File: src/rtl/muldiv_pkg.sv
// Shared encodings for the EX-stage multiply/divide sequencer.
//   Op codes : OP_MULTU / OP_MULT / OP_DIVU / OP_DIV. Bit 1 selects divide and bit 0 selects signed.
//   FSM codes: ST_IDLE / ST_MUL / ST_DIV / ST_FIX
package muldiv_pkg;

   localparam logic [1:0] OP_MULTU = 2'b00;
   localparam logic [1:0] OP_MULT  = 2'b01;
   localparam logic [1:0] OP_DIVU  = 2'b10;
   localparam logic [1:0] OP_DIV   = 2'b11;

   localparam logic [1:0] ST_IDLE  = 2'd0;
   localparam logic [1:0] ST_MUL   = 2'd1;
   localparam logic [1:0] ST_DIV   = 2'd2;
   localparam logic [1:0] ST_FIX   = 2'd3;

endpackage

File: src/rtl/ex_muldiv_step.sv
// Single combinational iteration of the multiply/divide datapath.
//   i_is_div : 1 = restoring-divide step, 0 = shift-add multiply step
//   i_acc    : accumulator, 2*NB_DATA+1 bits
//              mul: [2N-1:N] partial product, [N-1:0] remaining multiplier bits
//              div: [2N:N] partial remainder, [N-1:0] dividend bits / quotient bits
//   i_opb    : multiplicand (mul) or divisor (div) magnitude
//   o_acc    : accumulator after one step
module ex_muldiv_step #(
   parameter int unsigned NB_DATA = 32
) (
   input  logic                 i_is_div,
   input  logic [2*NB_DATA:0]   i_acc,
   input  logic [NB_DATA-1:0]   i_opb,
   output logic [2*NB_DATA:0]   o_acc
);

   localparam int unsigned N = NB_DATA;

   logic [N:0]   w_sum;
   logic [N+1:0] w_trial;
   logic [N+1:0] w_diff;

   always_comb begin
      // Multiply: add multiplicand when the current multiplier LSB is set, then shift right.
      w_sum   = {1'b0, i_acc[2*N-1:N]} + {1'b0, (i_acc[0] ? i_opb : {N{1'b0}})};
      // Divide: shift the next dividend bit into the remainder, try subtracting the divisor.
      w_trial = i_acc[2*N:N-1];
      w_diff  = w_trial - {2'b00, i_opb};
      if (i_is_div) begin
         if (!w_diff[N+1]) begin
            o_acc = {w_diff[N:0], i_acc[N-2:0], 1'b1};
         end else begin
            o_acc = {w_trial[N:0], i_acc[N-2:0], 1'b0};
         end
      end else begin
         o_acc = {1'b0, w_sum, i_acc[N-1:1]};
      end
   end

endmodule

File: src/rtl/ex_muldiv_sequencer.sv
// Multi-cycle MULT/MULTU/DIV/DIVU engine next to the EX-stage ALU; owns HI/LO.
// One datapath step per cycle. It stalls EX when a new mul/div or an MFHI/MFLO arrives while busy.
//   clk, i_rst_n   : clock, async active-low reset
//   i_halt         : freezes every register
//   i_start, i_op  : mul/div request and opcode (muldiv_pkg OP_*)
//   i_datoA/B      : forwarded rs/rt operands
//   i_hilo_read    : EX holds MFHI/MFLO
//   o_busy/o_stall : engine busy / hold EX
//   o_done         : one-cycle pulse once HI/LO are written
//   o_div_by_zero  : pulses with o_done for a zero divisor
//   o_hi/o_lo      : HI/LO registers
module ex_muldiv_sequencer
   import muldiv_pkg::*;
#(
   parameter int unsigned NB_DATA = 32,
   parameter int unsigned NB_CNT  = 6
) (
   input  logic               clk,
   input  logic               i_rst_n,
   input  logic               i_halt,
   input  logic               i_start,
   input  logic [1:0]         i_op,
   input  logic [NB_DATA-1:0] i_datoA,
   input  logic [NB_DATA-1:0] i_datoB,
   input  logic               i_hilo_read,
   output logic               o_busy,
   output logic               o_stall,
   output logic               o_done,
   output logic               o_div_by_zero,
   output logic [NB_DATA-1:0] o_hi,
   output logic [NB_DATA-1:0] o_lo
);

   localparam int unsigned N = NB_DATA;
   localparam logic [NB_CNT-1:0] CNT_LAST = NB_CNT'(NB_DATA - 1);

   logic [1:0]        r_state;
   logic [NB_CNT-1:0] r_cnt;
   logic [2*N:0]      r_acc;
   logic [N-1:0]      r_opb;
   logic [N-1:0]      r_dato_a;
   logic              r_neg_res;
   logic              r_neg_rem;
   logic              r_is_div;
   logic [N-1:0]      r_hi;
   logic [N-1:0]      r_lo;
   logic              r_done;
   logic              r_dbz;

   logic              w_sign_a;
   logic              w_sign_b;
   logic [N-1:0]      w_abs_a;
   logic [N-1:0]      w_abs_b;
   logic [2*N:0]      w_step_acc;
   logic [2*N-1:0]    w_prod;
   logic [N-1:0]      w_quot;
   logic [N-1:0]      w_rem;
   logic              w_div_zero;
   logic [N-1:0]      w_fix_hi;
   logic [N-1:0]      w_fix_lo;

   ex_muldiv_step #(
      .NB_DATA (NB_DATA)
   ) u_step (
      .i_is_div (r_is_div),
      .i_acc    (r_acc),
      .i_opb    (r_opb),
      .o_acc    (w_step_acc)
   );

   always_comb begin
      w_sign_a   = i_op[0] & i_datoA[N-1];
      w_sign_b   = i_op[0] & i_datoB[N-1];
      w_abs_a    = w_sign_a ? -i_datoA : i_datoA;
      w_abs_b    = w_sign_b ? -i_datoB : i_datoB;
      w_prod     = r_neg_res ? -r_acc[2*N-1:0] : r_acc[2*N-1:0];
      w_quot     = r_neg_res ? -r_acc[N-1:0]   : r_acc[N-1:0];
      // Final remainder is below the divisor, so its low N bits hold it entirely.
      w_rem      = r_neg_rem ? -r_acc[2*N-1:N] : r_acc[2*N-1:N];
      w_div_zero = r_is_div & (r_opb == '0);
      if (!r_is_div) begin
         w_fix_hi = w_prod[2*N-1:N];
         w_fix_lo = w_prod[N-1:0];
      end else if (w_div_zero) begin
         w_fix_hi = r_dato_a;
         w_fix_lo = {N{1'b1}};
      end else begin
         w_fix_hi = w_rem;
         w_fix_lo = w_quot;
      end
   end

   always_ff @(posedge clk or negedge i_rst_n) begin
      if (!i_rst_n) begin
         r_state   <= ST_IDLE;
         r_cnt     <= '0;
         r_acc     <= '0;
         r_opb     <= '0;
         r_dato_a  <= '0;
         r_neg_res <= 1'b0;
         r_neg_rem <= 1'b0;
         r_is_div  <= 1'b0;
         r_hi      <= '0;
         r_lo      <= '0;
         r_done    <= 1'b0;
         r_dbz     <= 1'b0;
      end else if (!i_halt) begin
         r_done <= 1'b0;
         r_dbz  <= 1'b0;
         case (r_state)
            ST_IDLE: begin
               if (i_start) begin
                  r_state   <= i_op[1] ? ST_DIV : ST_MUL;
                  r_cnt     <= '0;
                  r_is_div  <= i_op[1];
                  r_neg_res <= w_sign_a ^ w_sign_b;
                  r_neg_rem <= w_sign_a;
                  r_dato_a  <= i_datoA;
                  // mul: multiplier |B| shifts through the low half, |A| is added.
                  // div: dividend |A| shifts out of the low half, |B| is subtracted.
                  r_opb     <= i_op[1] ? w_abs_b : w_abs_a;
                  r_acc     <= {{(N+1){1'b0}}, (i_op[1] ? w_abs_a : w_abs_b)};
               end
            end
            ST_MUL, ST_DIV: begin
               r_acc <= w_step_acc;
               r_cnt <= r_cnt + 1'b1;
               if (r_cnt == CNT_LAST) begin
                  r_state <= ST_FIX;
               end
            end
            ST_FIX: begin
               r_hi    <= w_fix_hi;
               r_lo    <= w_fix_lo;
               r_done  <= 1'b1;
               r_dbz   <= w_div_zero;
               r_cnt   <= '0;
               r_state <= ST_IDLE;
            end
            default: r_state <= ST_IDLE;
         endcase
      end
   end

   assign o_busy        = (r_state != ST_IDLE);
   assign o_stall       = o_busy & (i_start | i_hilo_read);
   assign o_done        = r_done;
   assign o_div_by_zero = r_dbz;
   assign o_hi          = r_hi;
   assign o_lo          = r_lo;

endmodule

File: config.mk
export PLATFORM = sky130hd
export DESIGN_NAME = ex_muldiv_sequencer
export DESIGN_NICKNAME = d
export VERILOG_FILES = /design/src/rtl/muldiv_pkg.sv /design/src/rtl/ex_muldiv_step.sv /design/src/rtl/ex_muldiv_sequencer.sv
export SDC_FILE = /design/constraint.sdc
export NUM_CORES = 1
export LEC_CHECK = 0
export BUFFER_PORTS_ARGS = -buffer_cell sky130_fd_sc_hd__buf_2
export CAP_MARGIN = 20
export CORE_MARGIN = 2
export CORE_UTILIZATION = 50
export DETAILED_ROUTE_END_ITERATION = 6
export PLACE_DENSITY = 0.71
export SYNTH_ARGS = -nofsm -noshare
export SYNTH_HDL_FRONTEND = slang
export SYNTH_SLANG_ARGS = --single-unit
File: constraint.sdc
create_clock -name clk -period 2.9 [get_ports clk]
set_input_delay 0.145 -clock clk [delete_from_list [all_inputs] [get_ports clk]]
set_output_delay 0.145 -clock clk [all_outputs]
set_load 0.05 [all_outputs]
==> results of run 1 <==
[cell families (layout without fill, tap and decap cells)]
logic type / count (synthesis) / count (layout)
flops: 206 / 206
simple gates: 805 / 806
compound gates: 671 / 671
mux: 70 / 70
xor+xnor: 187 / 187
other cells: 0 / 1
fa+ha+maj: 73 / 73
buf+inv: 213 / 722
[synth_stat cells (5+ instances only)]
master and instances:
a22o_1 5, nor2b_1 12, o31ai_1 35, o221ai_1 11
or3_1 33, o21ai_0 225, buf_1 8, a21oi_1 180
nor3_1 40, a211oi_1 41, nand3_1 32, nand2_1 342
o21a_1 13, o21ai_1 19, o21bai_1 6, and2_1 9
a21boi_0 9, nand4_1 15, a31oi_1 24, nor2_1 214
or2_2 8, xnor2_1 86, nand2b_1 19, xor2_1 101
nor4_1 20, and3_1 17, a22oi_1 15, mux2i_1 34
ha_1 71, dfrtp_1 206, or4_1 17, clkbuf_1 130
o311ai_0 5, mux2_2 36, inv_1 69, a21o_1 24
o41ai_1 11
[through the flow]
step	TNS, ns	setup slack [ns]	cell area, sq um
finish	-4.76	-0.208	23800
global route	-10.31	-0.322	23800
CTS	-2.46	-0.166	22700
detailed placement	-14.54	-0.438	20700
global placement	-9.73	-0.405	20700
floorplan	-0.0639	-0.0332	17100
[cell type report]
cell class	count	area [sq um]	share of cell area (%)
inverter	71	274	1.15
sequential	206	5160	21.7
multi-input combinational	1807	12400	52.2
clock buffer	36	707	2.97
clock inverter	7	103	0.430
tap	448	561	2.35
timing repair buffer	608	4590	19.3
antenna	1	2.50	0.0105
[critical path: cells and delay by family, from the launching register on]
kind                     cells  cell delay, ns
AND/OR/NAND/NOR              3            0.27
adder cells (fa/ha/maj)      1            0.28
AO/OA/AOI/OAI                6            1.32
flip-flops                   1            0.43
XOR/XNOR                     1            0.15
buffers and inverters        4            0.48
[report_power, final]
group | switching (mW) | internal, mW
clock network | 1.34 | 1.87
logic | 13.0 | 9.98
registers | 1.07 | 4.17
[path summary, 6_finish.rpt]
kind                       slack (ns)  depth (start not counted)         from           end
setup reg to reg                -0.21                         15     r_acc[0]     r_acc[60]
hold / removal                   0.02                          3  i_datoA[20]  r_dato_a[20]
hold reg to reg                  0.47                          2     o_hi[11]      o_hi[11]
min in group asynchronous        0.19                          2      i_rst_n        o_done
max in group asynchronous        1.92                          3      i_rst_n     r_acc[33]
setup / recovery                -0.21                         15     r_acc[0]     r_acc[60]
[cell usage in the layout, fill, tap and decap left out, types with 12 or more instances in the layout]
cell type | Yosys | routed
nand2b_1 | 19 | 15
nor2_1 | 214 | 193
o21ai_1 | 19 | 62
mux2i_1 | 34 | 32
buf_6 | 1 | 21
dfrtp_1 | 206 | 198
nor2_2 | 1 | 19
a211oi_2 | 0 | 12
clkbuf_16 | 0 | 26
nand2_1 | 342 | 335
o21ai_0 | 225 | 151
inv_1 | 69 | 61
buf_2 | 3 | 136
nor3_1 | 40 | 29
dlygate4sd3_1 | 0 | 34
a21o_1 | 24 | 24
ha_4 | 0 | 21
a22oi_1 | 15 | 15
ha_1 | 71 | 45
xor2_1 | 101 | 101
a21oi_2 | 1 | 19
or3_1 | 33 | 24
o21ai_2 | 1 | 26
a31oi_1 | 24 | 20
and3_1 | 17 | 15
a211oi_1 | 41 | 27
buf_4 | 0 | 400
nor4_1 | 20 | 16
xnor2_1 | 86 | 84
nand3_1 | 32 | 25
a21oi_1 | 180 | 161
o21a_1 | 13 | 12
o31ai_1 | 35 | 25
mux2_2 | 36 | 35
nand4_1 | 15 | 15
[sequential cells by signal (all words and copies together), names as in the netlist]
signal and count:
r_is_div 1, r_opb 32, o_lo 32, r_acc 65, o_hi 32, r_dato_a 32
o_div_by_zero 1, r_cnt 6, o_done 1, r_neg_rem 1, r_neg_res 1, r_state 2
[per-layer routing]
metal | vias up | share of wire (%) | track usage [%]
met5 | - | 0 | 0
met4 | 0 | 5.6 | 19.9
met3 | 234 | 10 | 7.66
met2 | 1115 | 44 | 55.2
met1 | 9475 | 40 | 50.2
li1 | 8885 | - | -
[timing repair]
action,in CTS,in global routing
endpoints found under the setup margin,70,83
cloned,2,1
buffers inserted,25,38
pin swaps,62,118
hold endpoints to repair,105,0
gates resized for setup,154,214
hold buffers,34,0
==> flow_summary.toml, run 1 <==
[synth]
synth_top_area_share_pct = 30.3
synth-compound-area-share_pct = 23.9
yosys-top-cells-area = "dfrtp_1 30%, nand2_1 7.5%, o21ai_0 6.6%"
async_flop_share_pct = 100
netlist_instances = 2225
synth_top_area_cell = "dfrtp_1"
synth-xor-area-share_pct = 9.63
syn-cell-area_sq_um = 17000
synth_mux_area_share_pct = 4.38
ys_warn_count = 0
postSynthAreaPerCell_sq_um = 7.64
synth_cell_types = 82
ys_ff_latch = 206
synth-simple-area-share_pct = 21.6
synth_fa_ha_area_share_pct = 5.46
synth_edf_count = 0
synthFlopType = "dfrtp_1"
synth_nets = 2369
synth_top_family_by_area = "compound AO/OA/AOI/OAI gates"
yosysSeqAreaShare_pct = 30.3

[route]
drt-pass1-iter-count = 6
viasPerCell = 6.19
drc_errors = 0
postRouteAntennaNets = 0
drt_iter0_markers = 2401
vias = 19709
wl_per_cell_um = 21.8
wl_um = 69500

[cts]
numCtsBuffers = 25
clockBufferDepth = 3
root_buffer = "clkbuf_16"
htreeDepth = 1
cts_tree = "done"
clk_latency_ns = 0.57
cts_sinks = 206
clkTransAtPathRegs_ns = 0.06

[floorplanning]
rows = 67
dieWidth_um = 188
io_pins = 139
die_y_um = 188
core_area_sq_um = 33500
initial_core_util_pct = 50.7
die-area_sq_um = 35500

[setup_path]
crit_top_cell = "o21ai_4"
worstPathArrival_ns = 3.51
path_cells = "inv_4, buf_12, clkbuf_16, nor2_4, ha_4, o21ai_4, o21ai_4, buf_6, nand4_1, a2111o_1, a21oi_2, nor3_2, o21bai_1, xnor2_1, o221ai_1"
end_kind = "flop"
slowest_stage = "a2111o_1"
start_kind = "flop"
crit_type = "reg2reg"
slowest_delay_ns = 0.54
cp_max_fo = 6
worstPathRequired_ns = 3.30

[outcome]
status = "finished with violations"
violations = "setup timing"

[final_layout]
fin_cells = 3184
final_util_pct = 71.1
final_layout_size_suffix_gt1_share_pct = 32.7
fin_nets = 2863
areaGrowthSynthToFinish_pct = 40.2
nFillCells = 2565

[timing]
finalCriticalPeriod_ns = 3.11
skew_ns = 0.0286
rsz0062_at_grt = "yes"
tightestPinTransition_ns = 1.04
fmax_ghz = 0.322
timing.hold.ws_ns = 0.0203
fin_ws_ns = -0.208
period_share_pct = 107
slew_violations = 0
setup_violations = 56
max_slew_margin_pct = 30.6
hold_viol = 0

[power]
p_leak_nw = 10.9
pwr_density_cell_nw_per_um2 = 1320
peakVddDrop_mv = 0.885
finalPower_mw = 31.5

[place]
dpl.cell_count = 3042
port_buffers = 138
place_congestion = 1.01
hpwl_um = 50300

[global_routing]
grt-ovfl-total = 0
grt_pass1_vias = 18522
grt_pass1_wl_um = 103000
antenna_found_initial = 1
grt_max_degree = 78
grt_usage_pct = 37.0

[min_path]
hold_path.class = "in2reg"

[run]
cap_viol_max_count = 0
(Power assumes the default switching activity.)
==> run 2, diff against run 1 <==
--- a/config.mk
+++ b/config.mk
@@ -7,10 +7,9 @@
 export LEC_CHECK = 0
 export BUFFER_PORTS_ARGS = -buffer_cell sky130_fd_sc_hd__buf_2
 export CAP_MARGIN = 20
-export CORE_MARGIN = 2
 export CORE_UTILIZATION = 50
 export DETAILED_ROUTE_END_ITERATION = 6
-export PLACE_DENSITY = 0.71
+export PLACE_DENSITY = 0.68
 export SYNTH_ARGS = -nofsm -noshare
 export SYNTH_HDL_FRONTEND = slang
 export SYNTH_SLANG_ARGS = --single-unit
==> constraint.sdc (replaced) <==
create_clock -name clk -period 3.33 [get_ports clk]
set_input_delay 0.1665 -clock clk [delete_from_list [all_inputs] [get_ports clk]]
set_output_delay 0.1665 -clock clk [all_outputs]
set_load 0.05 [all_outputs]
==> run 2 against run 1 <==
Effect of this change:
- the run now ends clean
- global-route usage shrank 0.74 points
- power decreased by 26%
- clock-buffer cell count is 1 lower
- sequential power shrank 11%
- cell area fell by 14%
- highest routed layer unchanged
==> flow_summary.toml, run 2 (same netlist as run 1, synthesis figures left out) <==
[min_path]
hold_path.class = "in2reg"

[final_layout]
final_util_pct = 61.1
fin_nets = 2594
mostFrequentLayoutCells = "342 x nand2_1, 219 x o21ai_0, 213 x nor2_1, 200 x dfrtp_1, 179 x a21oi_1"
final_area_sq_um = 20500
diodes = 0
nFillCells = 3105
fin_cells = 2918
areaGrowthSynthToFinish_pct = 20.4
multi_input_area_sq_um = 11200
seq_area_sq_um = 5160
final_layout_size_suffix_gt1_share_pct = 18.3
final_common_cell = "nand2_1"
largest_register_ffs = 65
top_register = "r_acc"

[global_routing]
grt_pass1_vias = 16656
grt_max_degree = 113
grt-ovfl-total = 0
antenna_found_initial = 0
grt_pass1_wl_um = 98400
grt_usage_pct = 36.2

[floorplanning]
io_pins = 139
die-area_sq_um = 34800
initial_core_util_pct = 50.7
dieWidth_um = 186
rows = 67
core_area_sq_um = 33500
die_y_um = 186

[timing]
slew_violations = 0
max_slew_margin_pct = 28.1
timing.hold.ws_ns = 0.00448
skew_ns = 0.0254
hold_viol = 0
fin_ws_ns = 0.0694
period_share_pct = 97.9
finalCriticalPeriod_ns = 3.26
setup_violations = 0
tightestPinTransition_ns = 1.08
tns_ns = 0
fmax_ghz = 0.307

[power]
switching_share_pct = 50.9
power_frac_clock_pct = 13.0
pwr_density_cell_nw_per_um2 = 1130
comb_power_share_pct = 66.9
peakVddDrop_mv = 0.524
seq_power_share_pct = 20.1
p_sw_mw = 11.8
finalPower_mw = 23.2
p_int_mw = 11.4
p_leak_nw = 9.34

[setup_path]
crit_type = "reg2reg"
rrSetupSlack_ns = 0.07
rr_endpoint = "o_hi[12]"
cp_max_fo = 16
worstPathArrival_ns = 3.70
crit_top_cell = "or4_4"
slowest_delay_ns = 0.66
r2r_start = "r_acc[6]"
cp_top_family = "simple AND/OR/NAND/NOR gates"
cp-startpoint = "r_acc[6]"
endpoint = "o_hi[12]"
worst-path-buf-inv = 0
end_kind = "flop"
start_kind = "flop"
slowest_stage = "or4_1"
crit_cells = 8
reg2reg_depth = 8
path_cells = "or4_4, or4_4, or4_1, nand2b_4, o21a_1, a21oi_2, nor2b_1, o41ai_2"
worstPathRequired_ns = 3.77

[cts]
clkTransAtPathRegs_ns = 0.06
numCtsBuffers = 26
clockBufferDepth = 3
clk_latency_ns = 0.57
root_buffer = "clkbuf_16"
htreeDepth = 1
cts_sinks = 206
cts_tree = "done"

[route]
drc_errors = 0
viasPerCell = 6.11
wl_um = 63700
drt_iter0_markers = 1813
wl_per_cell_um = 21.8
drt-pass1-iter-count = 7
vias = 17820
postRouteAntennaNets = 0

[place]
hpwl_um = 48600
placed_cell_area_sq_um = 19100
port_buffers = 138
place_congestion = 0.972
dpl.cell_count = 2836
pre_cts_ws_ns = -0.0140

[outcome]
status = "completed"

[run]
cap_viol_max_count = 0
## run 2: routing by layer
layer	vias to the layer above	track usage [%]	share of wire, %
li1	8353	-	-
met1	8560	52.9	45
met2	798	53.7	43
met3	109	6.41	8.9
met4	0	12.2	3.4
met5	-	0	0
## run 2: worst min-delay path by stage
stage,startpoint,endpoint,slack [ns],cells after the start
3_5_place_dp,i_rst_n,o_done,0.34,1
4_1_cts,i_datoA[27],r_dato_a[27],0.004,3
6_report,i_datoA[25],r_dato_a[25],0.004,3
2_1_floorplan,i_rst_n,o_div_by_zero,-0.13,0
5_1_grt,i_datoA[25],r_dato_a[25],0.01,3
3_3_place_gp,i_rst_n,o_done,0.34,1
## run 2: layout make-up
type	count	area share, %
Multi-Input combinational cell	1806	54.8
Sequential cell	206	25.2
Timing Repair Buffer	339	11.5
Clock buffer	35	3.64
Tap cell	448	2.74
Inverter	71	1.31
Clock inverter	13	0.764
## run 2: what timing repair did
action,CTS,global route
gates resized for setup,3,44
pin swaps,0,4
endpoints found under the hold margin,126,0
endpoints found under the setup margin,3,42
setup buffers,0,2
hold buffers,31,0
## run 2: power groups by stage
stage	registers (mW)	clock network (mW)	logic [mW]
floorplan	5.70	0	8.83
global placement	4.59	0	14.8
detailed placement	4.63	0	14.9
CTS	4.60	3.04	15.0
global route	4.78	3.13	16.7
finish	4.65	3.02	15.5
## run 2: worst min-delay path, delay by kind of cell
family	cells	cell delay [ns]
simple gates	2	0.20
buf+inv	1	0.15
